<file path="config.mk">
export PLATFORM = sky130hd
export DESIGN_NAME = sc_mult_sequencer
export DESIGN_NICKNAME = d
export VERILOG_FILES = /design/src/rtl/sc_pkg.sv /design/src/rtl/sc_lfsr31.sv /design/src/rtl/sc_mult_sequencer.sv
export SDC_FILE = /design/constraint.sdc
export NUM_CORES = 1
export LEC_CHECK = 0
export CAP_MARGIN = 20
export CORE_UTILIZATION = 55
export CTS_BUF_LIST = sky130_fd_sc_hd__clkbuf_4 sky130_fd_sc_hd__clkbuf_8
export DETAILED_ROUTE_END_ITERATION = 6
export DONT_BUFFER_PORTS = 1
export PLACE_DENSITY = 0.7
export SYNTH_ARGS = -nofsm -noshare
export SYNTH_HDL_FRONTEND = slang
export SYNTH_SLANG_ARGS = --single-unit
</file>
<file path="constraint.sdc">
create_clock -name clk -period 2.8 [get_ports clk]
set_input_delay 0.56 -clock clk [delete_from_list [all_inputs] [get_ports clk]]
set_output_delay 0.56 -clock clk [all_outputs]
set_load 0.05 [all_outputs]
</file>
<file path="src/rtl/sc_pkg.sv">
// Shared types and constants for the stochastic-computing multiply sequencer.
package sc_pkg;
  typedef enum logic [1:0] {S_IDLE, S_RUN, S_DRAIN, S_DONE} state_t;

  localparam int           LFSR_W    = 31;
  localparam logic [30:0]  SEED_A    = 31'h1;
  localparam logic [30:0]  SEED_B    = 31'h2;
  localparam int           TAP_A     = 27;
  localparam int           TAP_B     = 2;
  localparam logic         MODE_AND  = 1'b0;
  localparam logic         MODE_XNOR = 1'b1;
  localparam int           BASE_LEN  = 16;
endpackage

</file>
<file path="src/rtl/sc_lfsr31.sv">
// 31-bit Fibonacci LFSR: feedback = s[30] ^ s[TAP], shifted in at bit 0.
module sc_lfsr31 import sc_pkg::*; #(
  parameter int          TAP  = TAP_A,
  parameter logic [30:0] SEED = SEED_A
) (
  input  logic              clk,
  input  logic              rst_n,
  input  logic              step,
  input  logic              load,
  output logic [LFSR_W-1:0] lfsr
);
  always_ff @(posedge clk or negedge rst_n) begin
    if (!rst_n)     lfsr <= SEED;
    else if (load)  lfsr <= SEED;
    else if (step)  lfsr <= {lfsr[LFSR_W-2:0], lfsr[LFSR_W-1] ^ lfsr[TAP]};
  end
endmodule

</file>
<file path="src/rtl/sc_mult_sequencer.sv">
// Stochastic-computing multiplier sequencer: runs L-bit product streams and counts 1s.
// Build option SC_RESEED_EN: reseed both LFSRs on every accepted start.
module sc_mult_sequencer import sc_pkg::*; #(
  parameter int BITS  = 4,
  parameter int CNT_W = 8
) (
  input  logic             clk,
  input  logic             rst_n,
  input  logic             start,
  input  logic             abort,
  input  logic [BITS-1:0]  op_a,
  input  logic [BITS-1:0]  op_b,
  input  logic             mode,
  input  logic [1:0]       len_sel,
  output logic             ready,
  output logic             busy,
  output logic             done,
  output logic [CNT_W-1:0] result
);
  state_t             state_q, state_d;
  logic [BITS-1:0]    op_a_q, op_b_q;
  logic               mode_q;
  logic [1:0]         len_sel_q;
  logic [CNT_W-1:0]   stream_cnt, ones_cnt, result_q, len_m1;
  logic               sn_a, sn_b, sn_vld, prod;
  logic               accept, run_step, reseed;
  logic [LFSR_W-1:0]  lfsr_a, lfsr_b;
  logic               unused_lfsr_bits;

  assign accept   = (state_q == S_IDLE) && start && !abort;
  assign run_step = (state_q == S_RUN) && !abort;
  assign len_m1   = CNT_W'((BASE_LEN << len_sel_q) - 1);
  assign prod     = (mode_q == MODE_XNOR) ? ~(sn_a ^ sn_b) : (sn_a & sn_b);
  assign result   = result_q;
  assign unused_lfsr_bits = ^{lfsr_a[LFSR_W-BITS-1:0], lfsr_b[LFSR_W-BITS-1:0]};

`ifdef SC_RESEED_EN
  assign reseed = accept;
`else
  assign reseed = 1'b0;
`endif

  sc_lfsr31 #(.TAP(TAP_A), .SEED(SEED_A)) u_lfsr_a (
    .clk(clk), .rst_n(rst_n), .step(run_step), .load(reseed), .lfsr(lfsr_a));
  sc_lfsr31 #(.TAP(TAP_B), .SEED(SEED_B)) u_lfsr_b (
    .clk(clk), .rst_n(rst_n), .step(run_step), .load(reseed), .lfsr(lfsr_b));

  always_ff @(posedge clk or negedge rst_n) begin
    if (!rst_n) state_q <= S_IDLE;
    else        state_q <= state_d;
  end

  always_comb begin
    state_d = state_q;
    ready   = 1'b0;
    busy    = 1'b0;
    done    = 1'b0;
    case (state_q)
      S_IDLE: begin
        ready = 1'b1;
        if (start && !abort) state_d = S_RUN;
      end
      S_RUN: begin
        busy = 1'b1;
        if (abort)                     state_d = S_IDLE;
        else if (stream_cnt == len_m1) state_d = S_DRAIN;
      end
      S_DRAIN: begin
        busy    = 1'b1;
        state_d = abort ? S_IDLE : S_DONE;
      end
      S_DONE: begin
        done    = 1'b1;
        state_d = S_IDLE;
      end
      default: state_d = S_IDLE;
    endcase
  end

  // SN bits sample the LFSR state present before this cycle's step; the
  // product of those bits is counted one cycle later (sn_vld gates the first).
  always_ff @(posedge clk or negedge rst_n) begin
    if (!rst_n) begin
      op_a_q     <= '0;
      op_b_q     <= '0;
      mode_q     <= 1'b0;
      len_sel_q  <= '0;
      stream_cnt <= '0;
      ones_cnt   <= '0;
      result_q   <= '0;
      sn_a       <= 1'b0;
      sn_b       <= 1'b0;
      sn_vld     <= 1'b0;
    end else begin
      if (accept) begin
        op_a_q     <= op_a;
        op_b_q     <= op_b;
        mode_q     <= mode;
        len_sel_q  <= len_sel;
        stream_cnt <= '0;
        ones_cnt   <= '0;
        sn_vld     <= 1'b0;
      end
      if (run_step) begin
        sn_a       <= lfsr_a[LFSR_W-1 -: BITS] < op_a_q;
        sn_b       <= lfsr_b[LFSR_W-1 -: BITS] < op_b_q;
        sn_vld     <= 1'b1;
        stream_cnt <= stream_cnt + 1'b1;
        if (sn_vld) ones_cnt <= ones_cnt + CNT_W'(prod);
      end
      if (state_q == S_DRAIN && !abort) begin
        ones_cnt <= ones_cnt + CNT_W'(prod);
        result_q <= ones_cnt + CNT_W'(prod);
      end
    end
  end
endmodule

</file>
# == Word level (Yosys, flattened, before mapping) ==
# Index checks and enable logic that the tools add are counted.
# totals
regBits,102
inputBits,15
output_inout_bits,11
# op_classes
n_addsub,3
magnitude_cmp,2
eq_ne,6
n_shift,1
muxes,17
bitwise_logic,5
n_reduce_logical,10
# ops
operator,n
$mux W8,6
$add A8 B1 Y8,1
$add A8 B1 Y8 const B,1
$eq A8 B8 Y1,1
$lt A4 B4 Y1,2
$mux W2,4
$pmux W2 S4,1
$shl A5 B2 Y8 const A,1
$sub A8 B2 Y8 const B,1
$mux W1,6
$logic_and A1 B1 Y1,5
$eq A2 B2 Y1 const B,2
$ne A3 B2 Y1 const B,1
$xor A1 B1 Y1,3
$eq A2 B1 Y1 const B,1
$logic_not A2 Y1,1
$ne A2 B1 Y1 const B,1
$reduce_and A2 Y1,1
$reduce_bool A2 Y1,1
$reduce_or A2 Y1,1
$and A1 B1 Y1,1
$logic_not A1 Y1,1
$not A1 Y1,1

# == Longest topological paths before layout ==
# depth
depth_word,7
ltp_mapped,9
mapped_depth_nobuf,9

# == By module ==
# Synthesis repeated with hierarchy kept, for this count alone.
# hier_totals
hier_cells,402
area_unflattened_um2,4633.2
# by_module_without_submodules
module,instances,cells_per_inst,area_per_inst_um2,seq_area_each_um2
sc_mult_sequencer,1,199,2033.2,1001.0
sc_lfsr31 (u_lfsr_b),1,101,1302.5,777.0
sc_lfsr31 (u_lfsr_a),1,102,1297.5,777.0

# == Worst setup path after synthesis ==
# OpenSTA, ideal clock, no wires.
# synth_path
kind,register to register
start,register sn_a
end,register ones_cnt[6]
setup_time_ps,77
arrival_ps,1842
required_ps,2723
path_slack_ps,882
path_stages_with_launch,9
path_cell_list,dfrtp_1 > ha_1 > a21oi_1 > ha_1 > ha_1 > and3_1 > nand3_1 > or3_1 > o21ai_1
# synth_between
elab_chain_cells,7
word_cells_on_any_way,8
# synth_lines
item,line,source
start: declaration,sc_mult_sequencer.sv:25,"logic sn_a, sn_b, sn_vld, prod;"
start signal: assignment,sc_mult_sequencer.sv:105,sn_a <= lfsr_a[LFSR_W-1 -: BITS] < op_a_q;
$xor A1 B1 Y1,sc_mult_sequencer.sv:33,assign prod = (mode_q == MODE_XNOR) ? ~(sn_a ^ sn_b) : (sn_a & sn_b);
$not A1 Y1,sc_mult_sequencer.sv:33,
$mux W1 *,sc_mult_sequencer.sv:33,
$add A8 B1 Y8 *,"sc_mult_sequencer.sv:109, sc_mult_sequencer.sv:112",
$mux W8,sc_mult_sequencer.sv:109,if (sn_vld) ones_cnt <= ones_cnt + CNT_W'(prod);
$mux W8,sc_mult_sequencer.sv:104,if (run_step) begin
$mux W8 *,sc_mult_sequencer.sv:111,if (state_q == S_DRAIN && !abort) begin
end signal: assignment,sc_mult_sequencer.sv:109,
end signal: assignment,sc_mult_sequencer.sv:112,ones_cnt <= ones_cnt + CNT_W'(prod);
end: declaration,sc_mult_sequencer.sv:24,"logic [CNT_W-1:0] stream_cnt, ones_cnt, result_q, len_m1;"
# Mark *: on every way between the ends. The rest lies on a longest branch, timed or not.
# A chain may end at the register's enable or synchronous reset.

# == Worst setup path in the final report ==
# layout_path
start,register state_q[0]
end,register ones_cnt[4]
# layout_between
elab_chain_cells,7
word_cells_on_any_way,11
# layout_lines
item,line,source
start: declaration,sc_mult_sequencer.sv:20,"state_t state_q, state_d;"
start signal: assignment,sc_mult_sequencer.sv:50,else state_q <= state_d;
$logic_not A2 Y1,sc_mult_sequencer.sv:30,assign accept = (state_q == S_IDLE) && start && !abort;
$logic_and A1 B1 Y1 (2 in a row),sc_mult_sequencer.sv:30,
$mux W8,sc_mult_sequencer.sv:95,if (accept) begin
$mux W8,sc_mult_sequencer.sv:109,
$mux W8,sc_mult_sequencer.sv:104,
$mux W8 *,sc_mult_sequencer.sv:111,
# Marked as above.

==> flow_summary_export.csv <==
group,metric,value,unit
yosys,yosysUniqueCellTypes,36,
place,io_buffers,0,
timing,finalSetupTns,0,ns
worst_setup_path,crit_top_cell,"o21ai_1",
global_route,grt-ovfl-total,0,
timing,slew_headroom,0.6639,
yosys,synth_top_area_frac,0.5643,
cells_and_area,nets,491,
place,place.gp.congestion,0.7778,
cells_and_area,multi_input_area,0.001740,mm²
timing,rsz0062_at_grt,"false",
worst_setup_path,worst_ep_arrival_time,2.35,ns
status,violations,"hold timing",
die,die_area,0.008425,mm²
global_route,use_met3,0.04892,
timing,max_freq,0.4756,GHz
die,io_pins,26,
cells_and_area,utilization,0.6081,
drt,num_vias,2923,
yosys,synth_most_common_cell,"nand2_1",
worst_setup_path,slowest_delay,0.41,ns
drt,firstDrtPassIters,5,
timing,finClkSkew,0.007514,ns
global_route,grt_pass1_wl,13.34,mm
timing,setup_violations,0,
worst_setup_path,crit_fanout,11,
global_route,grt_pass1_vias,2982,
worst_setup_path,critPathKind,"reg -> reg",
yosys,synthCells,466,
yosys,ys_seq_area_frac,0.5762,
power,p_per_area,800.7,mW/mm²
global_route,grt_max_degree,103,
worst_setup_path,cp-end-kind,"register",
global_route,track_usage,0.2000,
run,drv_cap,0,
timing,hold_viol,100,
yosys,ys_warn_count,0,
timing,timing.hold.ws,-0.1101,ns
global_route,top_usage_layer,"met2",
drt,routed_via_density,5.155,
cts,cts_root_buf,"clkbuf_8",
cells_and_area,fill_cells,676,
drt,wl_per_cell,12.79,µm
drt,ant_nets,0,
cts,cts.sinks,102,
yosys,syn_area,0.004434,mm²
yosys,synth_top_cells_by_area,"dfrtp_1 56%, nand2_1 17%, ha_1 4.2%, mux2_2 3.3%, o21ai_0 2.1%",
die,die_x,91.79,µm
die,die_y,91.79,µm
yosys,yosysTopAreaCell,"dfrtp_1",
cells_and_area,area_growth,6.518,%
cells_and_area,antenna_cells,0,
worst_setup_path,cpMaxStageDelayCell,"dfrtp_1",
drt,drc,0,
worst_setup_path,cp-start-kind,"register",
cts,cts_buffers,9,
status,status,"complete, but fails checks",
cells_and_area,drive_gt1_frac,0.08602,
cells_and_area,regArea,0.002555,mm²
cts,cts_max_level,3,
place,detailed_place_hpwl,4.785,mm
global_route,grt_util_met2,0.3315,
power,p_leak,2.481,nW
timing,drv_slew,0,
drt,drt_iter0_markers,143,
timing,period_share,0.7509,
yosys,synth-main-ff-cell,"dfrtp_1",
timing,period_needed,2.103,ns
yosys,syn_nets,496,
yosys,ys_async_sr_fraction,1.000,
cts,clkTransAtPathRegs,0.09,ns
die,initial_core_util,0.5709,
cts,clockBufferDepth,2,
worst_setup_path,crit_chain,"inv_1 > ha_1 > buf_4 > nand3b_1 > o21ai_1 > o21ai_1 > a22o_1",
worst_setup_path,required,3.05,ns
yosys,synth-edff-count,0,
timing,worst_pin_slew,0.5054,ns
cts,insertion_delay,0.35,ns
die,core_area,0.007767,mm²
min_path,holdCritPathClass,"in -> async",
yosys,ys_top_cells_by_count,"205 x nand2_1, 100 x dfrtp_1, 19 x o21ai_0",
global_route,grt_util_met1,0.2562,
yosys,syn_avg_cell_area,9.516,µm²
cts,cts_tree,"built",
global_route,antenna_found_initial,0,
drt,wl,7.251,mm
die,row_count,32,
yosys,postSynthRegisterBits,102,
power,peakVddDrop,0.2887,mV
[path summary, 6_finish.rpt]
path / start / to / slack, ns / depth (start not counted)
setup / recovery: state_q[0] / ones_cnt[4] / 0.70 / 7
hold / removal: rst_n / u_lfsr_b.lfsr[0] / -0.11 / 0
setup reg to reg: state_q[0] / ones_cnt[4] / 0.70 / 7
hold reg to reg: u_lfsr_b.lfsr[1] / u_lfsr_b.lfsr[1] / 0.47 / 2
max in group asynchronous: rst_n / u_lfsr_a.lfsr[0] / 2.70 / 0
min in group clk: op_a[1] / op_a_q[1] / 0.35 / 1
[cell families after synthesis]
kind of cell | count (synthesis) | synth area share
compound gates | 44 | 0.05982
xor+xnor | 11 | 0.02173
fa+ha+maj | 15 | 0.04233
buf+inv | 34 | 0.03358
flops | 102 | 0.5762
mux | 19 | 0.04656
simple gates | 241 | 0.2198
[sequential cells by signal (all words and copies together) (netlist names)]
| name | cells |
|---|---|
| sn_b | 1 |
| state_q | 2 |
| result | 8 |
| mode_q | 1 |
| u_lfsr_a.lfsr | 31 |
| stream_cnt | 8 |
| len_sel_q | 2 |
| sn_a | 1 |
| ones_cnt | 8 |
| op_b_q | 4 |
| sn_vld | 1 |
| op_a_q | 4 |
| u_lfsr_b.lfsr | 31 |
[critical path, delay by kind of cell, from the launching register on]
family                   cells  cell delay (ns)
AO/OA/AOI/OAI                3             0.71
buffers and inverters        2             0.34
flip-flops                   1             0.41
AND/OR/NAND/NOR              1             0.38
adder cells (fa/ha/maj)      1             0.18
[cell type report]
cell class	instances	share of cell area
tap	102	0.02702
timing repair buffer	6	0.01219
clock inverter	3	0.009536
sequential	102	0.5409
inverter	12	0.009536
clock buffer	12	0.03232
multi-input combinational	330	0.3685
[routing by layer]
metal,wire length [µm],part of all wire,vias to the layer above
met4,139,0.019,0
met3,233,0.032,14
met5,0,0,-
met1,3396,0.47,1399
li1,-,-,1471
met2,3481,0.48,39
[through the flow]
| stage | power [mW] | setup WS [ns] | cells | cell area (µm²) |
|---|---|---|---|---|
| CTS | 3.836 | 0.6606 | 567 | 4723 |
| floorplan | 2.691 | 0.8818 | 466 | 4434 |
| finish | 3.782 | 0.6974 | 567 | 4723 |
| global route | 4.010 | 0.5300 | 567 | 4723 |
| detailed placement | 2.913 | 0.6651 | 552 | 4526 |
| global placement | 2.871 | 0.7596 | 552 | 4526 |
[placed cells by master (no fill, tap or decap), drive strengths merged]
cell,n
a21boi,3
mux2i,6
clkbuf,12
nand2b,4
o31ai,1
dfrtp,100
a31oi,2
nand3,9
xor2,4
o311ai,1
nand4,1
nor2b,4
mux2,13
ha,15
o21ai,26
nand2,205
nor3,2
or2,1
nand3b,1
nor2,5
a21oi,2
and3,3
a22o,2
clkinvlp,2
xnor2,7
o211ai,1
a21o,5
a211oi,1
bufinv,1
and2,3
buf,6
or3,3
dfstp,2
inv,12
[what timing repair did]
item	CTS	global route
gates resized for setup	0	0
setup buffers	0	0
hold endpoints to repair	100	100
[report_power, final]
| group | total, mW | switching [mW] | internal [mW] |
|---|---|---|---|
| combinational | 0.954 | 0.586 | 0.368 |
| sequential | 1.92 | 0.259 | 1.66 |
| clock | 0.909 | 0.456 | 0.453 |
| total | 3.78 | 1.30 | 2.48 |
(Power assumes the default switching activity.)
